**config.mk**
```make
export PLATFORM = sky130hd
export DESIGN_NAME = nibble_serial_adder
export DESIGN_NICKNAME = d
export VERILOG_FILES = /design/src/rtl/adder_pkg.sv /design/src/rtl/nibble_adder4.sv /design/src/rtl/nibble_serial_adder.sv
export SDC_FILE = /design/constraint.sdc
export NUM_CORES = 1
export LEC_CHECK = 0
export ABC_AREA = 1
export CAP_MARGIN = 20
export CORE_MARGIN = 2
export CORE_UTILIZATION = 50
export CTS_CLUSTER_DIAMETER = 60
export DETAILED_ROUTE_END_ITERATION = 8
export GPL_TIMING_DRIVEN = 0
export PLACE_DENSITY = 0.83
export SYNTH_ARGS = -nofsm -noshare
export SYNTH_HDL_FRONTEND = slang
export SYNTH_SLANG_ARGS = --single-unit
```
**constraint.sdc**
```tcl
create_clock -name clk_i -period 2.4 [get_ports clk_i]
set_input_delay 0.48 -clock clk_i [delete_from_list [all_inputs] [get_ports clk_i]]
set_output_delay 0.48 -clock clk_i [all_outputs]
set_load 0.01 [all_outputs]
```
**src/rtl/adder_pkg.sv**
```systemverilog
// Shared definitions for the nibble-serial add/subtract datapath.
package adder_pkg;

    typedef enum logic [1:0] {
        IDLE = 2'd0,
        RUN  = 2'd1,
        DONE = 2'd2
    } state_e;

    localparam int NIBBLE_W = 4;

endpackage

```
**src/rtl/nibble_adder4.sv**
```systemverilog
// 4-bit carry-lookahead slice; every carry is computed directly from generate/propagate terms.
module nibble_adder4 (
    input  logic [3:0] a_i,
    input  logic [3:0] b_i,
    input  logic       cin_i,
    output logic [3:0] sum_o,
    output logic       cout_o
);

    logic [3:0] g;
    logic [3:0] p;
    logic [3:0] c;

    assign g = a_i & b_i;
    assign p = a_i ^ b_i;

    assign c[0] = cin_i;
    assign c[1] = g[0] | (p[0] & cin_i);
    assign c[2] = g[1] | (p[1] & g[0]) | (p[1] & p[0] & cin_i);
    assign c[3] = g[2] | (p[2] & g[1]) | (p[2] & p[1] & g[0])
                | (p[2] & p[1] & p[0] & cin_i);
    assign cout_o = g[3] | (p[3] & g[2]) | (p[3] & p[2] & g[1])
                  | (p[3] & p[2] & p[1] & g[0])
                  | (p[3] & p[2] & p[1] & p[0] & cin_i);

    assign sum_o = p ^ c;

endmodule

```
**src/rtl/nibble_serial_adder.sv**
```systemverilog
// WIDTH-bit add/subtract performed one nibble per clock through a single 4-bit CLA slice,
// with valid/ready handshakes on the operand and result sides.
module nibble_serial_adder
    import adder_pkg::*;
#(
    parameter int WIDTH = 16
) (
    input  logic             clk_i,
    input  logic             rst_ni,
    input  logic             in_valid_i,
    output logic             in_ready_o,
    input  logic [WIDTH-1:0] a_i,
    input  logic [WIDTH-1:0] b_i,
    input  logic             carry_i,
    input  logic             sub_i,
    output logic             out_valid_o,
    input  logic             out_ready_i,
    output logic [WIDTH-1:0] sum_o,
    output logic             carry_o,
    output logic             overflow_o,
    output logic             busy_o
);

    localparam int NIBBLES = WIDTH / NIBBLE_W;
    localparam int CNT_W   = $clog2(NIBBLES);
    localparam logic [CNT_W-1:0] LAST_NIB = CNT_W'(NIBBLES - 1);

    state_e               state_q;
    logic [CNT_W-1:0]     cnt_q;
    logic [WIDTH-1:0]     a_q;
    logic [WIDTH-1:0]     b_q;
    logic [WIDTH-1:0]     sum_q;
    logic                 carry_q;
    logic                 ovf_q;

    logic [NIBBLE_W-1:0]  a_nib;
    logic [NIBBLE_W-1:0]  b_nib;
    logic [NIBBLE_W-1:0]  slice_sum;
    logic                 slice_cout;
    logic                 msb_cin;

    assign a_nib = a_q[cnt_q*NIBBLE_W +: NIBBLE_W];
    assign b_nib = b_q[cnt_q*NIBBLE_W +: NIBBLE_W];

    nibble_adder4 u_slice (
        .a_i    (a_nib),
        .b_i    (b_nib),
        .cin_i  (carry_q),
        .sum_o  (slice_sum),
        .cout_o (slice_cout)
    );

    // Carry into the top bit, recovered from the sum bit of the final nibble.
    assign msb_cin = a_nib[NIBBLE_W-1] ^ b_nib[NIBBLE_W-1] ^ slice_sum[NIBBLE_W-1];

    always_ff @(posedge clk_i or negedge rst_ni) begin
        if (!rst_ni) begin
            state_q <= IDLE;
            cnt_q   <= '0;
            a_q     <= '0;
            b_q     <= '0;
            sum_q   <= '0;
            carry_q <= 1'b0;
            ovf_q   <= 1'b0;
        end else begin
            case (state_q)
                IDLE: begin
                    if (in_valid_i) begin
                        // Subtraction is A + ~B + 1, so B is stored inverted with carry-in forced.
                        a_q     <= a_i;
                        b_q     <= sub_i ? ~b_i : b_i;
                        carry_q <= sub_i | carry_i;
                        cnt_q   <= '0;
                        state_q <= RUN;
                    end
                end
                RUN: begin
                    sum_q   <= {slice_sum, sum_q[WIDTH-1:NIBBLE_W]};
                    carry_q <= slice_cout;
                    cnt_q   <= cnt_q + 1'b1;
                    if (cnt_q == LAST_NIB) begin
                        ovf_q   <= slice_cout ^ msb_cin;
                        state_q <= DONE;
                    end
                end
                DONE: begin
                    if (out_ready_i) begin
                        state_q <= IDLE;
                    end
                end
                default: state_q <= IDLE;
            endcase
        end
    end

    assign in_ready_o  = (state_q == IDLE);
    assign out_valid_o = (state_q == DONE);
    assign busy_o      = (state_q != IDLE);
    assign sum_o       = sum_q;
    assign carry_o     = carry_q;
    assign overflow_o  = ovf_q;

endmodule

```
# [Yosys cells after proc, flatten, opt, wreduce, memory -nomap -nowiden]
# Cells that the tools add are included.
[totals] out_inout_bits=21 latch_bits=0 rom_bits=0 word_cells=66 n_memories=0 ramBits=0 reg_bits=54
[op_classes] mul=0 reduce_logical=7 order_cmp=0 n_mux=9 n_eq_ne=6 n_bitwise=34 add_sub_neg=1 div_mod_pow=0 shift=2
[ops] cell="$shiftx A16 B5 Y4" count=2
[ops] cell="$and A1 B1 Y1" count=16
[ops] cell="$mux W16" count=1
[ops] cell="$not A16 Y16" count=1
[ops] cell="$or A1 B1 Y1" count=11
[ops] cell="$mux W2" count=4
[ops] cell="$xor A4 B4 Y4" count=2
[ops] cell="$pmux W2 S3" count=1
[ops] cell="$reduce_and A2 Y1" count=3
[ops] cell="$and A4 B4 Y4" count=1
[ops] cell="$eq A2 B2 Y1 const B" count=2
[ops] cell="$ne A2 B2 Y1 const B" count=2
[ops] cell="$pmux W2 S2" count=1
[ops] cell="$reduce_bool A2 Y1" count=2
[ops] cell="$reduce_and A3 Y1" count=1
[ops] cell="$xor A1 B1 Y1" count=3
[ops] cell="$add A2 B1 Y2 const B" count=1
[ops] cell="$eq A2 B1 Y1 const B" count=1
[ops] cell="$logic_not A2 Y1" count=1
[ops] cell="$ne A2 B1 Y1 const B" count=1
[ops] cell="$pmux W1 S2" count=1
[ops] cell="$mux W1" count=1

# [Depth between registers and ports, before layout]
[logic_depth] ltp_word=9 mapped_depth=13

# [By module]
# A second synthesis with hierarchy kept.
[hier_totals] hier_cells=328 area_unflattened_um2=2710.1
[by_module_without_submodules] mod="nibble_serial_adder" instances=1 area_per_inst_um2=2521.2 cells_each=297 seq_area_each_um2=1351.3
[by_module_without_submodules] mod="nibble_adder4" instances=1 area_per_inst_um2=188.9 cells_each=31 seq_area_each_um2=0.0

# [Worst setup path before layout]
# Ideal clock, no wire load.
[synth_timing] kind="reg2reg" startpoint="reg cnt_q[0]" endpoint="reg ovf_q, in the netlist overflow_o" setup_ns=0.117 period_less_slack_ns=1.872 arrival_ns=1.755 required_ns=2.283 n_path_buf=2 slack_ns=0.528 stages_incl_launch_ff=13 path_cell_list="dfrtp_1 > buf_2 > inv_1 > buf_2 > nor2_1 > o22ai_1 > ha_1 > nand3_1 > nand3_1 > nor2_1 > nand3_1 > nand3_1 > nand2_1"
[synth_between] elab_chain_cells=9 word_cells_on_any_way=29 cone_classes="eq/ne (1); shift (2); bitwise (25); reduce/logical (1)"
[synth_rtl] item="start, declared" line_no="nibble_serial_adder.sv:29" source="logic [CNT_W-1:0] cnt_q;"
[synth_rtl] item="start signal, assigned" line_no="nibble_serial_adder.sv:80" source="cnt_q <= cnt_q + 1'b1;"
[synth_rtl] item="$shiftx A16 B5 Y4, on equally long branches" line_no="nibble_serial_adder.sv:42, nibble_serial_adder.sv:43"
[synth_rtl] item="$xor A4 B4 Y4 or $and A4 B4 Y4 (tied branches)" line_no="nibble_adder4.sv:15, nibble_adder4.sv:14"
[synth_rtl] item="$and A1 B1 Y1, on equally long branches" line_no="nibble_adder4.sv:20, nibble_adder4.sv:21"
[synth_rtl] item="$or A1 B1 Y1 (tied with other cells)" line_no="nibble_adder4.sv:20" source="assign c[3] = g[2] | (p[2] & g[1]) | (p[2] & p[1] & g[0])"
[synth_rtl] item="$or A1 B1 Y1 or $and A1 B1 Y1 (tied branches)" line_no="nibble_adder4.sv:20, nibble_adder4.sv:21"
[synth_rtl] item="$or A1 B1 Y1" line_no="nibble_adder4.sv:21" source="| (p[2] & p[1] & p[0] & cin_i);"
[synth_rtl] item="$xor A4 B4 Y4" line_no="nibble_adder4.sv:26" source="assign sum_o = p ^ c;"
[synth_rtl] item="$xor A1 B1 Y1" line_no="nibble_serial_adder.sv:54" source="assign msb_cin = a_nib[NIBBLE_W-1] ^ b_nib[NIBBLE_W-1] ^ slice_sum[NIBBLE_W-1];"
[synth_rtl] item="$xor A1 B1 Y1" line_no="nibble_serial_adder.sv:82" source="ovf_q <= slice_cout ^ msb_cin;"
[synth_rtl] item="end signal, assigned" line_no="nibble_serial_adder.sv:82"
[synth_rtl] item="end, declared" line_no="nibble_serial_adder.sv:34" source="logic ovf_q;"
# Parallel ways exist; a longest one is shown, timed or not.
# A chain may end at the register's enable or synchronous reset.

# [Worst setup path after layout]
# Ends and elaborated chain as after synthesis.

==> results.toml <==
[routing]
drt-pass1-iter-count = 5
drc_errors = 0
dr_total_vias = 2218
ant_nets = 0
wl_per_cell_um = 12.6
drt_iter0_markers = 123
vias_per_cell = 4.97
routed_wl_um = 5610

[synthesis]
ys_seq_area_share_pct = 51.6
synth.distinct_cells = 24
synth-seq-cells = 54
syn_avg_cell_area_um2 = 8.48
synth_top_area_share_pct = 51.6
syn_inst = 309
syn-cell-area_um2 = 2620
synth.area.top_cells = "dfrtp_1, nand2_1, o21ai_0"
synth_top_area_cell = "dfrtp_1"
yosysWarningCount = 0
synthesis.nets = 353

[layout]
areaGrowthSynthToFinish_pct = 29.5
nNetsFinal = 420
diodes = 0
drive_above_1_share_pct = 8.24
layout.cells.non_filler = 446

[placement]
dp_cells = 437
gp_congestion = 0.917
numPortBuffers = 57
dp_hpwl_um = 4210

[floorplan]
io_pins = 59
dieArea_um2 = 5840
rows = 26
core_area_um2 = 5070
start_util_pct = 51.7
fp.dieH_um = 76.4
die_w_um = 76.4

[clock_tree]
clk_pin_slew_ns = 0.09
cts_tree = "built"
cts_buffers = 5
htree_levels = 2
cts.sinks = 54
ctsRootBufferMaster = "clkbuf_8"
clockBufferDepth = 2
clock_latency_ns = 0.31

[worst_setup_path]
rr_startpoint = "cnt_q[0]"
crit_top_cell = "nand3_1"
end_kind = "register"
worstSetupStartpointType = "register"
crit_type = "register to register"
regToRegSetupSlack_ns = 0.21
critPathSlowestCell = "ha_1"
crit_arrival_ns = 2.40
slowest_delay_ns = 0.38
crit_start = "cnt_q[0]"
required_ns = 2.61
path_max_fanout = 10
cp_cell_sequence = "clkbuf_4, clkinvlp_4, buf_2, o21ai_1, o22ai_1, ha_1, nand2_1, nand3_1, nor2_1, nand3_1, nand3_1, nand2_1"

[min_path]
hp-class = "input port to asynchronous set/reset pin"

[sta]
slew_headroom_pct = 75.8
setup_viol = 0
min_period_over_period_pct = 91.4
fmax_mhz = 456
max_slew.worst_pin.slew_ns = 0.363
fin_crit_ns = 2.19
slew_violations = 0
finClkSkew_ns = 0.00881
timing_hold_violations_final = 0

[global_routing]
grt_pass1_vias = 2231
grt_max_degree = 41
track_usage_pct = 21.0
grt_overflow_total = 0
grt_first_pass_wirelength_um = 9940
antenna_found_initial = 0

[power]
power_density_nw_per_um2 = 1400
power.total_mw = 4.76
p_leak_nw = 1.62
ir_worst_vdd_uv = 639

[run_status]
run_status = "finished clean"

[job]
cap_violations = 0
[sequential cells by signal (all words and copies together) (netlist names)]
signal / flops
a_q: 16
b_q: 16
carry_o: 1
cnt_q: 2
overflow_o: 1
state_q: 2
sum_o: 16
[worst max-delay path: cells and delay by family (launching register included)]
| family | cells | cell delay, ns |
|---|---|---|
| simple gates | 6 | 0.57 |
| buf+inv | 3 | 0.54 |
| fa+ha+maj | 1 | 0.38 |
| flops | 1 | 0.37 |
| compound gates | 2 | 0.22 |
[path summary, 6_finish.rpt]
| check | cells after the start | to |
|---|---|---|
| setup / recovery | 12 | overflow_o |
| hold / removal | 1 | sum_o[11] |
| setup reg to reg | 12 | overflow_o |
| hold reg to reg | 2 | a_q[5] |
| max in group asynchronous | 2 | a_q[7] |
| min in group clk_i | 2 | a_q[5] |
[layout by cell type (no fill, tap or decap), types with 2 or more instances in the layout]
cell type and instances:
a21oi_1 4, a32oi_1 2, buf_2 8, buf_4 4, buf_6 2, clkbuf_1 2, clkbuf_2 2, clkbuf_8 5
clkdlybuf4s50_1 56, dfrtp_1 54, ha_1 5, inv_1 16, inv_2 4, nand2_1 112, nand3_1 9, nor2_1 17
o21ai_0 40, o21ai_1 2, o22ai_1 6, xnor2_1 16
[routing by layer]
metal	track usage, %	up-vias	wire length [um]
li1	-	1120	-
met1	25.6	1025	2430
met2	36.9	64	2820
met3	4.98	9	278
met4	6.36	0	80
met5	0	-	0
[cells in the mapped netlist, drive strengths merged]
master  number
a32oi        2
nor2        19
a22o         1
o21ai       42
a21oi        4
dfrtp       54
fa           1
buf         12
nand2      113
xor2         1
inv         21
o31ai        1
ha           5
clkbuf       2
o22ai        6
xnor2       16
nand3        9
[per-stage QoR]
step                      cell area (um2)  TNS (ns)  hold slack (ns)  utilization (%)  worst slack, ns
after global routing                 3390   -0.0102           0.0834             66.9          -0.0102
after CTS                            3370         0           0.0812             66.4            0.122
final                                3390         0           0.0667             66.9            0.207
after floorplan                      2620         0            0.184                -            0.528
after detailed placement             3290         0            0.411             64.9            0.134
after global placement               3280    -36.18            0.452             64.6           -0.672
[final cells by class]
cell class | count | area, um2
Tap cell | 70 | 87.6
Multi-Input combinational cell | 220 | 1100
Sequential cell | 54 | 1350
Fill cell | 456 | 1680
Buffer | 14 | 90.1
Clock buffer | 7 | 76.3
Inverter | 21 | 82.6
Timing Repair Buffer | 60 | 601
[logic make-up (layout without fill, tap and decap cells)]
kind of cell | Yosys count | after routing | synth area share [%]
buffers and inverters | 35 | 102 | 6.30
adder cells (fa/ha/maj) | 6 | 6 | 3.15
AND/OR/NAND/NOR | 141 | 141 | 21.8
AO/OA/AOI/OAI | 56 | 56 | 11.5
XOR/XNOR | 17 | 17 | 5.68
flip-flops | 54 | 54 | 51.6
[where the power goes]
group	internal, mW	switching (mW)	leakage, nW
Sequential	1.35	0.277	0.671
Combinational	1.15	1.50	0.911
Clock	0.202	0.280	0.0383
[repair_timing]
action | in CTS | in global routing
hold buffers | 0 | 0
hold endpoints to repair | 0 | 0
buffers inserted | 0 | 2
resized for setup | 0 | 6
endpoints found under the setup margin | 0 | 3
No activity file was read; power rests on OpenSTA's default activity.
